`config.mk`:
```
export PLATFORM = sky130hd
export DESIGN_NAME = cpu_controller
export DESIGN_NICKNAME = d
export VERILOG_FILES = /design/src/rtl/cpu_pkg.sv /design/src/rtl/cpu_controller_phase_counter.sv /design/src/rtl/cpu_controller.sv
export SDC_FILE = /design/constraint.sdc
export NUM_CORES = 1
export LEC_CHECK = 0
export CAP_MARGIN = 40
export CORE_AREA = 2 2 39 41
export DETAILED_ROUTE_END_ITERATION = 10
export DIE_AREA = 0 0 41 43
export DONT_BUFFER_PORTS = 1
export PLACE_DENSITY = 0.48
export SKIP_LAST_GASP = 1
export SLEW_MARGIN = 20
export SYNTH_ARGS = -nofsm -noshare
export SYNTH_HDL_FRONTEND = slang
export SYNTH_SLANG_ARGS = --single-unit
```
`constraint.sdc`:
```
create_clock -name clk -period 3.15 [get_ports clk]
set_input_delay 0.1575 -clock clk [delete_from_list [all_inputs] [get_ports clk]]
set_output_delay 0.1575 -clock clk [all_outputs]
set_load 0.02 [all_outputs]
```
`src/rtl/cpu_pkg.sv`:
```
// Shared ISA definitions for the 8-bit RISC CPU: opcodes, instruction
// phases and the ALU-operation membership test.
package cpu_pkg;

  localparam logic [2:0] HLT = 3'd0;
  localparam logic [2:0] SKZ = 3'd1;
  localparam logic [2:0] ADD = 3'd2;
  localparam logic [2:0] AND = 3'd3;
  localparam logic [2:0] XOR = 3'd4;
  localparam logic [2:0] LDA = 3'd5;
  localparam logic [2:0] STO = 3'd6;
  localparam logic [2:0] JMP = 3'd7;

  typedef enum logic [2:0] {
    INST_ADDR  = 3'd0,
    INST_FETCH = 3'd1,
    INST_LOAD  = 3'd2,
    IDLE       = 3'd3,
    OP_ADDR    = 3'd4,
    OP_FETCH   = 3'd5,
    ALU_OP     = 3'd6,
    STORE      = 3'd7
  } phase_e;

  // Opcodes whose result is written into the accumulator from memory data.
  function automatic logic is_aluop(input logic [2:0] op);
    return (op == ADD) || (op == AND) || (op == XOR) || (op == LDA);
  endfunction

endpackage

```
`src/rtl/cpu_controller_phase_counter.sv`:
```
// 3-bit instruction phase counter: synchronous active-low clear, advances
// when enabled and not frozen, wraps 7 -> 0.
module phase_counter (
  input  logic       clk,
  input  logic       rst_,
  input  logic       en_i,
  input  logic       freeze_i,
  output logic [2:0] count_o
);

  logic [2:0] count_q;
  logic [2:0] count_d;

  // Next count: hold unless enabled and not frozen.
  always_comb begin
    count_d = count_q;
    if (en_i && !freeze_i) begin
      count_d = count_q + 3'd1;
    end
  end

  // Count register with synchronous clear.
  always_ff @(posedge clk) begin
    if (!rst_) begin
      count_q <= 3'd0;
    end else begin
      count_q <= count_d;
    end
  end

  assign count_o = count_q;

endmodule

```
`src/rtl/cpu_controller.sv`:
```
// Instruction sequencer: steps through 8 phases per instruction and decodes
// phase/opcode/zero into datapath strobes. HLT latches a sticky halt that
// only reset clears.
module cpu_controller
  import cpu_pkg::*;
(
  input  logic       clk,
  input  logic       rst_,
  input  logic       enable,
  input  logic [2:0] opcode,
  input  logic       zero,
  output logic       sel,
  output logic       rd,
  output logic       ld_ir,
  output logic       ld_ac,
  output logic       ld_pc,
  output logic       inc_pc,
  output logic       wr,
  output logic       data_e,
  output logic       halt,
  output logic [2:0] phase
);

  logic       halted_q;
  logic       halted_d;
  logic       halt_now;
  logic       freeze;
  logic [2:0] phase_w;
  phase_e     phase_s;

  assign phase_s  = phase_e'(phase_w);
  // HLT decoded in OP_ADDR stops the counter at the same edge it latches.
  assign halt_now = (phase_s == OP_ADDR) && (opcode == HLT);
  assign freeze   = halted_q || halt_now;

  phase_counter u_phase_counter (
    .clk      (clk),
    .rst_     (rst_),
    .en_i     (enable),
    .freeze_i (freeze),
    .count_o  (phase_w)
  );

  // Halt latch next state: set on an enabled HLT in OP_ADDR, sticky after.
  always_comb begin
    halted_d = halted_q || (halt_now && enable);
  end

  // Halt latch register, cleared only by reset.
  always_ff @(posedge clk) begin
    if (!rst_) begin
      halted_q <= 1'b0;
    end else begin
      halted_q <= halted_d;
    end
  end

  // Strobe decode; while halted everything but halt is forced low.
  always_comb begin
    sel    = 1'b0;
    rd     = 1'b0;
    ld_ir  = 1'b0;
    ld_ac  = 1'b0;
    ld_pc  = 1'b0;
    inc_pc = 1'b0;
    wr     = 1'b0;
    data_e = 1'b0;
    halt   = 1'b0;
    if (halted_q) begin
      halt = 1'b1;
    end else begin
      case (phase_s)
        INST_ADDR: begin
          sel = 1'b1;
        end
        INST_FETCH: begin
          sel = 1'b1;
          rd  = 1'b1;
        end
        INST_LOAD, IDLE: begin
          sel   = 1'b1;
          rd    = 1'b1;
          ld_ir = 1'b1;
        end
        OP_ADDR: begin
          inc_pc = (opcode != HLT);
          halt   = (opcode == HLT);
        end
        OP_FETCH: begin
          rd = is_aluop(opcode);
        end
        ALU_OP: begin
          rd     = is_aluop(opcode);
          inc_pc = (opcode == SKZ) && zero;
          ld_pc  = (opcode == JMP);
          data_e = (opcode == STO);
        end
        STORE: begin
          rd     = is_aluop(opcode);
          ld_ac  = is_aluop(opcode);
          ld_pc  = (opcode == JMP);
          inc_pc = (opcode == JMP);
          wr     = (opcode == STO);
          data_e = (opcode == STO);
        end
        default: begin
          sel = 1'b0;
        end
      endcase
    end
  end

  assign phase = phase_w;

endmodule

```
==> flow_summary.toml, run 1 <==
[status]
status = "finished clean"

[yosys]
ys_warn_count = 0
syn-cell-area_um2 = 403
avgSynthCellArea_um2 = 8.06
synthCells = 50
synth_area_leaders = "dfxtp_1 (20%), ha_1 (19%), a21oi_1 (5.0%)"
synthDistinctLibCells = 26
yosys_most_used_dff = "dfxtp_1"
ys_ff_latch = 4
synth_seq_area_share = 0.199
synth_nets = 63
synth_top_area_frac = 0.199
yosysTopAreaCell = "dfxtp_1"
synthArstFlopShare = 0
synth-edff-count = 0

[placement]
placed_area_um2 = 418
dp_hpwl_um = 734
port-buffer-count = 0
gp_congestion = 0.729
post-place-ws_ps = 1350

[drt]
vias_per_cell = 5.72
drc = 0
num_vias = 389
wl_per_cell_um = 14.0
drt_iter0_markers = 7
dr.pass1.iters = 4
routed_wirelength_um = 950
antenna_left = 0

[sta]
hold_viol = 0
max_freq_mhz = 490
rsz0062_at_grt = "false"
fin_tns_setup_ps = 0
relSlewSlack = 0.400
worstMarginPinSlew_ps = 892
post-route-min-period_ps = 2040
finalCritPeriodShare = 0.648
worst_slack_ps = 1110
skew_ps = 3.89
setup_viol = 0
slew_viol_final = 0

[layout]
layout-drive-gt1-share = 0.135
layout_commonest_cell = "ha_1"
final_cell_mix = "ha_1 (6), nand2_1 (5), inv_1 (4), a21oi_1 (4), dfxtp_1 (4)"
fin_util = 0.318
final_area_um2 = 440
diodes = 0
finalNetCount = 67
synthToLayoutAreaGrowth_pct = 9.32

[clock_tree]
cts_tree = "done"
cts_setup_buffers = 0
clock_sinks = 4
clock_latency_ps = 230
numCtsBuffers = 3
cts_root_buf = "clkbuf_4"
cts.clk_slew.worst_paths_ps = 40
cts_resized = 0
clock_path_buffers = 2
postCtsHoldBufs = 0
htree_levels = 1

[floorplan]
io_pins = 19
coreArea_mm2 = 0.00138
start_util = 0.291
die-width_um = 41
row_count = 14
die_area_mm2 = 0.00176
die_h_um = 43

[global_route]
grt_overflow_total = 0
grt_pass1_vias = 339
antenna_found_initial = 0
grt_pass1_wl_um = 1480
grt_max_degree = 13
grt_usage = 0.126

[setup_path]
worstSetupStartpointType = "register"
r2r_cells = 4
worstPathMaxFanout = 7
required_ps = 2990
cpPeakStageDelay_ps = 560
cp_cell_sequence = "inv_1 -> ha_1 -> or3_1 -> a21oi_1 -> nor2_1"
worstSetupPathType = "reg -> out"
slowest_stage = "dfxtp_1"
critPathCaptureType = "primary output"
arrival_ps = 1880

[pwr]
power.leakage_nw = 0.190
power_density_mw_per_mm2 = 393
ir_drop_v = 0.000174

[worst_hold_path]
min_path_type = "in -> reg"
holdPathStages = 2

[flow_run]
cap_violations = 0
## logic make-up (layout without fill, tap and decap cells)
family | count (synthesis) | after routing | synth area share
and+or+nand+nor | 17 | 17 | 0.230
AOI/OAI and AO/OA | 13 | 13 | 0.245
buffers and inverters | 7 | 9 | 0.0683
adders and majority gates | 6 | 6 | 0.186
DFF | 4 | 4 | 0.199
muxes | 2 | 2 | 0.0497
xor gates and xnor gates | 1 | 1 | 0.0217
## registers in the layout (all words and copies together) (netlist names)
register and count:
halted_q 1, u_phase_counter.count_o 3
## Yosys cell counts, drive strengths merged, types with 2 or more instances
library cell,n
dfxtp,4
nand2,5
inv,6
nor3,2
nor2,2
nand3,3
a21oi,4
mux2i,2
o211ai,2
ha,6
## path summary, 6_finish.rpt
kind | startpoint | slack, ps | end
worst max register to register | u_phase_counter.count_o[1] | 1390 | u_phase_counter.count_o[0]
worst min register to register | u_phase_counter.count_o[0] | 610 | u_phase_counter.count_o[0]
worst min-delay path | rst_ | 40 | u_phase_counter.count_o[2]
worst max-delay path | u_phase_counter.count_o[1] | 1110 | sel
## power by group
part           total [mW]  switching (mW)  internal [mW]
Sequential         0.0663          0.0118         0.0545
Combinational      0.0457          0.0293         0.0164
Clock              0.0609          0.0185         0.0424
Total               0.173          0.0596          0.113
## metal layers
metal / GRT usage / wire length (um)
met4: 0.0800 / 0
met3: 0.0471 / 80
met1: 0.168 / 425
met2: 0.163 / 444
met5: 0 / 0
## per-stage QoR
stage	power (mW)	std cells	hold WS [ps]
after detailed placement	0.112	65	277
final	0.173	68	40.7
after global placement	0.113	65	277
after global routing	0.186	68	57.4
after CTS	0.177	68	30.8
after floorplan	0.105	50	271
## critical path, delay by kind of cell, from the launching register on
kind	cells	cell delay (ps)
fa+ha+maj	1	300
compound gates	1	150
flops	1	560
simple gates	2	460
buf+inv	1	180
## area by class of cell
type	instances	area, um^2
Sequential cell	4	80.1
Clock buffer	3	22.5
Inverter	6	22.5
Fill cell	162	943
Tap cell	16	20.0
Multi-Input combinational cell	39	295
No activity file was read; power rests on OpenSTA's default activity.
==> inputs of run 2 (changes only) <==
- clock period: 3.15 -> 2 ns (I/O delays scaled with it)
==> run 2 against run 1 <==
Sequential power rose by 49%. Critical endpoint unchanged. Clock-buffer cell count is the same. Non-clock buffer count grew 6. Global-route usage rose by 0.69 points. Hold slack got worse by 30 ps.
==> flow_summary.toml, run 2 (same netlist as run 1, synthesis figures left out) <==
[global_route]
antenna_found_initial = 0
grt_pass1_wl_um = 1610
grt_usage = 0.133
grt_pass1_vias = 361
grt_overflow_total = 0
grt_max_degree = 12

[drt]
drt_iter0_markers = 10
routed_wirelength_um = 980
antenna_left = 0
dr.pass1.iters = 4
wl_per_cell_um = 13.2
num_vias = 406
drc = 0
vias_per_cell = 5.49

[clock_tree]
cts_tree = "done"
cts_setup_buffers = 0
clock_sinks = 4
cts_root_buf = "clkbuf_4"
numCtsBuffers = 3
clock_latency_ps = 230
cts.clk_slew.worst_paths_ps = 40
clock_path_buffers = 2
htree_levels = 1

[floorplan]
die_h_um = 43
die-width_um = 41
io_pins = 19
die_area_mm2 = 0.00176
start_util = 0.291
row_count = 14
coreArea_mm2 = 0.00138

[setup_path]
worstSetupPathType = "reg -> out"
critPathCaptureType = "primary output"
timing.rr.end = "u_phase_counter.count_o[1]"
cpPeakStageDelay_ps = 440
worstPathMaxFanout = 7
worstSetupStartpoint = "u_phase_counter.count_o[1]"
rrSetupSlack_ps = 450
slowest_stage = "dfxtp_2"
arrival_ps = 1680
r2r_cells = 4
r2r_start = "u_phase_counter.count_o[1]"
required_ps = 1900
cp_cell_sequence = "inv_1 -> ha_1 -> or3_1 -> a21oi_1 -> nor2_1"
worstSetupStartpointType = "register"

[flow_run]
cap_violations = 0

[sta]
max_freq_mhz = 562
worst_slack_ps = 222
worstMarginPinSlew_ps = 458
finalCritPeriodShare = 0.889
setup_viol = 0
whs_ps = 10.5
hold_viol = 0
skew_ps = 2.18
rsz0062_at_grt = "false"
post-route-min-period_ps = 1780
slew_viol_final = 0
relSlewSlack = 0.696
fin_tns_setup_ps = 0

[layout]
synthToLayoutAreaGrowth_pct = 21.7
layout_commonest_cell = "ha_1"
diodes = 0
regArea_um2 = 82.6
multi_input_area_um2 = 295
finalNetCount = 73
layout-drive-gt1-share = 0.241
largest_reg_flops = 3
fillerInstances = 153
final_cell_mix = "ha_1 (6), nand2_1 (5), buf_4 (5), inv_1 (4), a21oi_1 (4)"

[placement]
dp_hpwl_um = 762
gp_congestion = 0.778
post-place-ws_ps = 295
port-buffer-count = 0

[pwr]
ir_drop_v = 0.000459
power_density_mw_per_mm2 = 569
power.leakage_nw = 0.222
finalPower_uw = 279

[worst_hold_path]
min_path_type = "in -> reg"
worstHoldStart = "rst_"
hold_end = "u_phase_counter.count_o[0]"
holdPathStages = 2

[status]
status = "finished clean"
run 2: where the power goes:
part	total (mW)	switching (mW)	internal [mW]	leakage (nW)
logic	0.0838	0.0524	0.0314	0.175
clock network	0.0963	0.0295	0.0669	0.0138
registers	0.0991	0.0123	0.0868	0.0335
run 2: what timing repair did:
item / in CTS / in global routing
hold endpoints to repair: 1 / 0
hold buffers: 1 / 0
resized for setup: 0 / 2
setup endpoints to repair: 0 / 1
run 2: worst max-delay path by stage:
stage                                 end  slack [ps]  depth (start not counted)
2_1_floorplan                      inc_pc         420                          5
3_3_place_gp                          sel         290                          5
3_5_place_dp   u_phase_counter.count_o[0]         300                          4
4_1_cts                               sel          40                          5
5_1_grt                               sel          40                          5
6_report                              sel         220                          5
run 2: metrics by stage:
stage                     utilization  cells  instance area (um^2)
after floorplan                     -     50                   403
after global placement          0.329     70                   455
after detailed placement        0.329     70                   455
after CTS                       0.353     74                   488
after global routing            0.354     74                   490
final                           0.354     74                   490
run 2: cell type report:
| class | count | area share |
|---|---|---|
| inverter | 6 | 0.0459 |
| timing repair buffer | 6 | 0.0969 |
| multi-input combinational | 39 | 0.602 |
| clock buffer | 3 | 0.0459 |
| tap | 16 | 0.0408 |
| sequential | 4 | 0.168 |
run 2: routing by layer:
layer / GRT usage / routed length [um]
met1: 0.174 / 443
met2: 0.175 / 428
met3: 0.0681 / 107
met4: 0.0600 / 0
met5: 0 / 0
run 2: worst max-delay path: cells and delay by family (launching register included):
kind            cells  cell delay (ps)
fa+ha+maj           1              270
buf+inv             1              140
flops               1              440
compound gates      1              150
simple gates        2              450
==> inputs of run 3 (changes only) <==
- PLACE_DENSITY: 0.48 -> 0.43
- SYNTH_HIERARCHICAL: not set -> 1
==> run 3 against run 2 <==
Non-clock buffer count unchanged. Clock skew up 1.8 ps. Clock power up 2.4%. Largest cell class unchanged.
==> flow_summary.toml, run 3 <==
[yosys]
avgSynthCellArea_um2 = 8.30
synthTopCellsByCount = "nor2_1 (5), dfxtp_1 (4), and2_1 (3)"
synthCells = 41
synthDistinctLibCells = 26
yosysMostFrequentCell = "nor2_1"
synthArstFlopShare = 0
synth_nets = 49
synth_top_area_frac = 0.235
ys_warn_count = 6
syn-cell-area_um2 = 340
synth_seq_area_share = 0.235
yosys_most_used_dff = "dfxtp_1"
synth_area_leaders = "dfxtp_1 (24%), and2_1 (5.5%), nor2_1 (5.5%)"
synth-edff-count = 0
yosysTopAreaCell = "dfxtp_1"
ys_ff_latch = 4

[drt]
drc = 0
dr.pass1.iters = 3
drt_iter0_markers = 5
antenna_left = 0
routed_wirelength_um = 825
wl_per_cell_um = 12.7
vias_per_cell = 5.15
num_vias = 335

[sta]
post-route-min-period_ps = 1710
slew_viol_final = 0
finalCritPeriodShare = 0.856
skew_ps = 4.02
relSlewSlack = 0.657
fin_tns_setup_ps = 0
max_freq_mhz = 584
whs_ps = 2.94
worst_slack_ps = 289
worstMarginPinSlew_ps = 512
hold_viol = 0
rsz0062_at_grt = "false"
setup_viol = 0

[layout]
multi_input_area_um2 = 241
fin_util = 0.303
largest_reg_flops = 3
regArea_um2 = 80.1
diodes = 0
final_area_um2 = 419
final_cell_mix = "nor2_1 (5), buf_4 (5), dfxtp_1 (4), and2_1 (3), clkbuf_4 (3)"
fillerInstances = 161
finalNetCount = 59
layout-drive-gt1-share = 0.265
synthToLayoutAreaGrowth_pct = 23.2
instances_no_fill = 65

[setup_path]
critPathCaptureType = "primary output"
arrival_ps = 1610
required_ps = 1900
worstSetupStartpointType = "register"
worstSetupPathType = "reg -> out"
worstPathMaxFanout = 7

[clock_tree]
clock_sinks = 4
cts_tree = "done"
cts_root_buf = "clkbuf_4"
htree_levels = 1
cts_setup_buffers = 0
cts.clk_slew.worst_paths_ps = 40
numCtsBuffers = 3
clock_latency_ps = 230
cts_resized = 0
clock_path_buffers = 2

[global_route]
grt_pass1_wl_um = 1260
antenna_found_initial = 0
grt_usage = 0.107
grt_overflow_total = 0
grt_pass1_vias = 320
grt_max_degree = 9

[floorplan]
die-width_um = 41
coreArea_mm2 = 0.00138
io_pins = 19
die_area_mm2 = 0.00176
row_count = 14
start_util = 0.246
die_h_um = 43

[placement]
post-place-ws_ps = 377
dp.cells = 61
dp_hpwl_um = 631
placed_area_um2 = 387
port-buffer-count = 0
gp_congestion = 0.646

[flow_run]
cap_violations = 0

[pwr]
finalPower_uw = 253
power.leakage_nw = 0.172
ir_drop_v = 0.000374
power_density_mw_per_mm2 = 605

[status]
status = "finished clean"

[worst_hold_path]
min_path_type = "in -> reg"
[run 3: what timing repair did]
action,4_1_cts,5_1_grt
setup endpoints to repair,0,0
endpoints found under the hold margin,3,0
hold buffers,1,0
[run 3: layout make-up]
type | count | area share
Multi-Input combinational cell | 34 | 0.576
Timing Repair Buffer | 6 | 0.113
Tap cell | 16 | 0.0478
Sequential cell | 4 | 0.191
Inverter | 2 | 0.0179
Clock buffer | 3 | 0.0537
[run 3: worst paths after layout]
path | start | end | slack (ps) | cells after the start
min reg2reg | halted_q | halted_q | 700 | 2
max | u_phase_counter/count_o[2] | inc_pc | 290 | 3
min | rst_ | u_phase_counter/count_o[1] | 3 | 1
max reg2reg | u_phase_counter/count_o[2] | u_phase_counter/count_o[2] | 380 | 5
[run 3: cells by family after synthesis]
kind of cell    count (synthesis)  share of synthesized area
xor+xnor                        3                     0.0772
flops                           4                      0.235
simple gates                   23                      0.441
fa+ha+maj                       1                     0.0368
compound gates                  6                      0.125
buf+inv                         3                     0.0552
mux                             1                     0.0294
[run 3: per-layer routing]
layer,track usage,vias up,part of all wire
met3,0.0733,0,0.14
met2,0.141,18,0.41
met4,0.0200,0,0
met5,0,-,0
li1,-,164,-
met1,0.142,153,0.45
[run 3: critical path, cell delays in order (launching register included)]
cell and delay, ps:
dfxtp_1 570, inv_1 100, a211o_1 290, a31oi_1 410
[run 3: power by group]
part	total, mW	switching (mW)	internal [mW]
Combinational	0.0671	0.0395	0.0276
Clock	0.0986	0.0316	0.0670
Sequential	0.0878	0.00316	0.0847
Total	0.253	0.0742	0.179
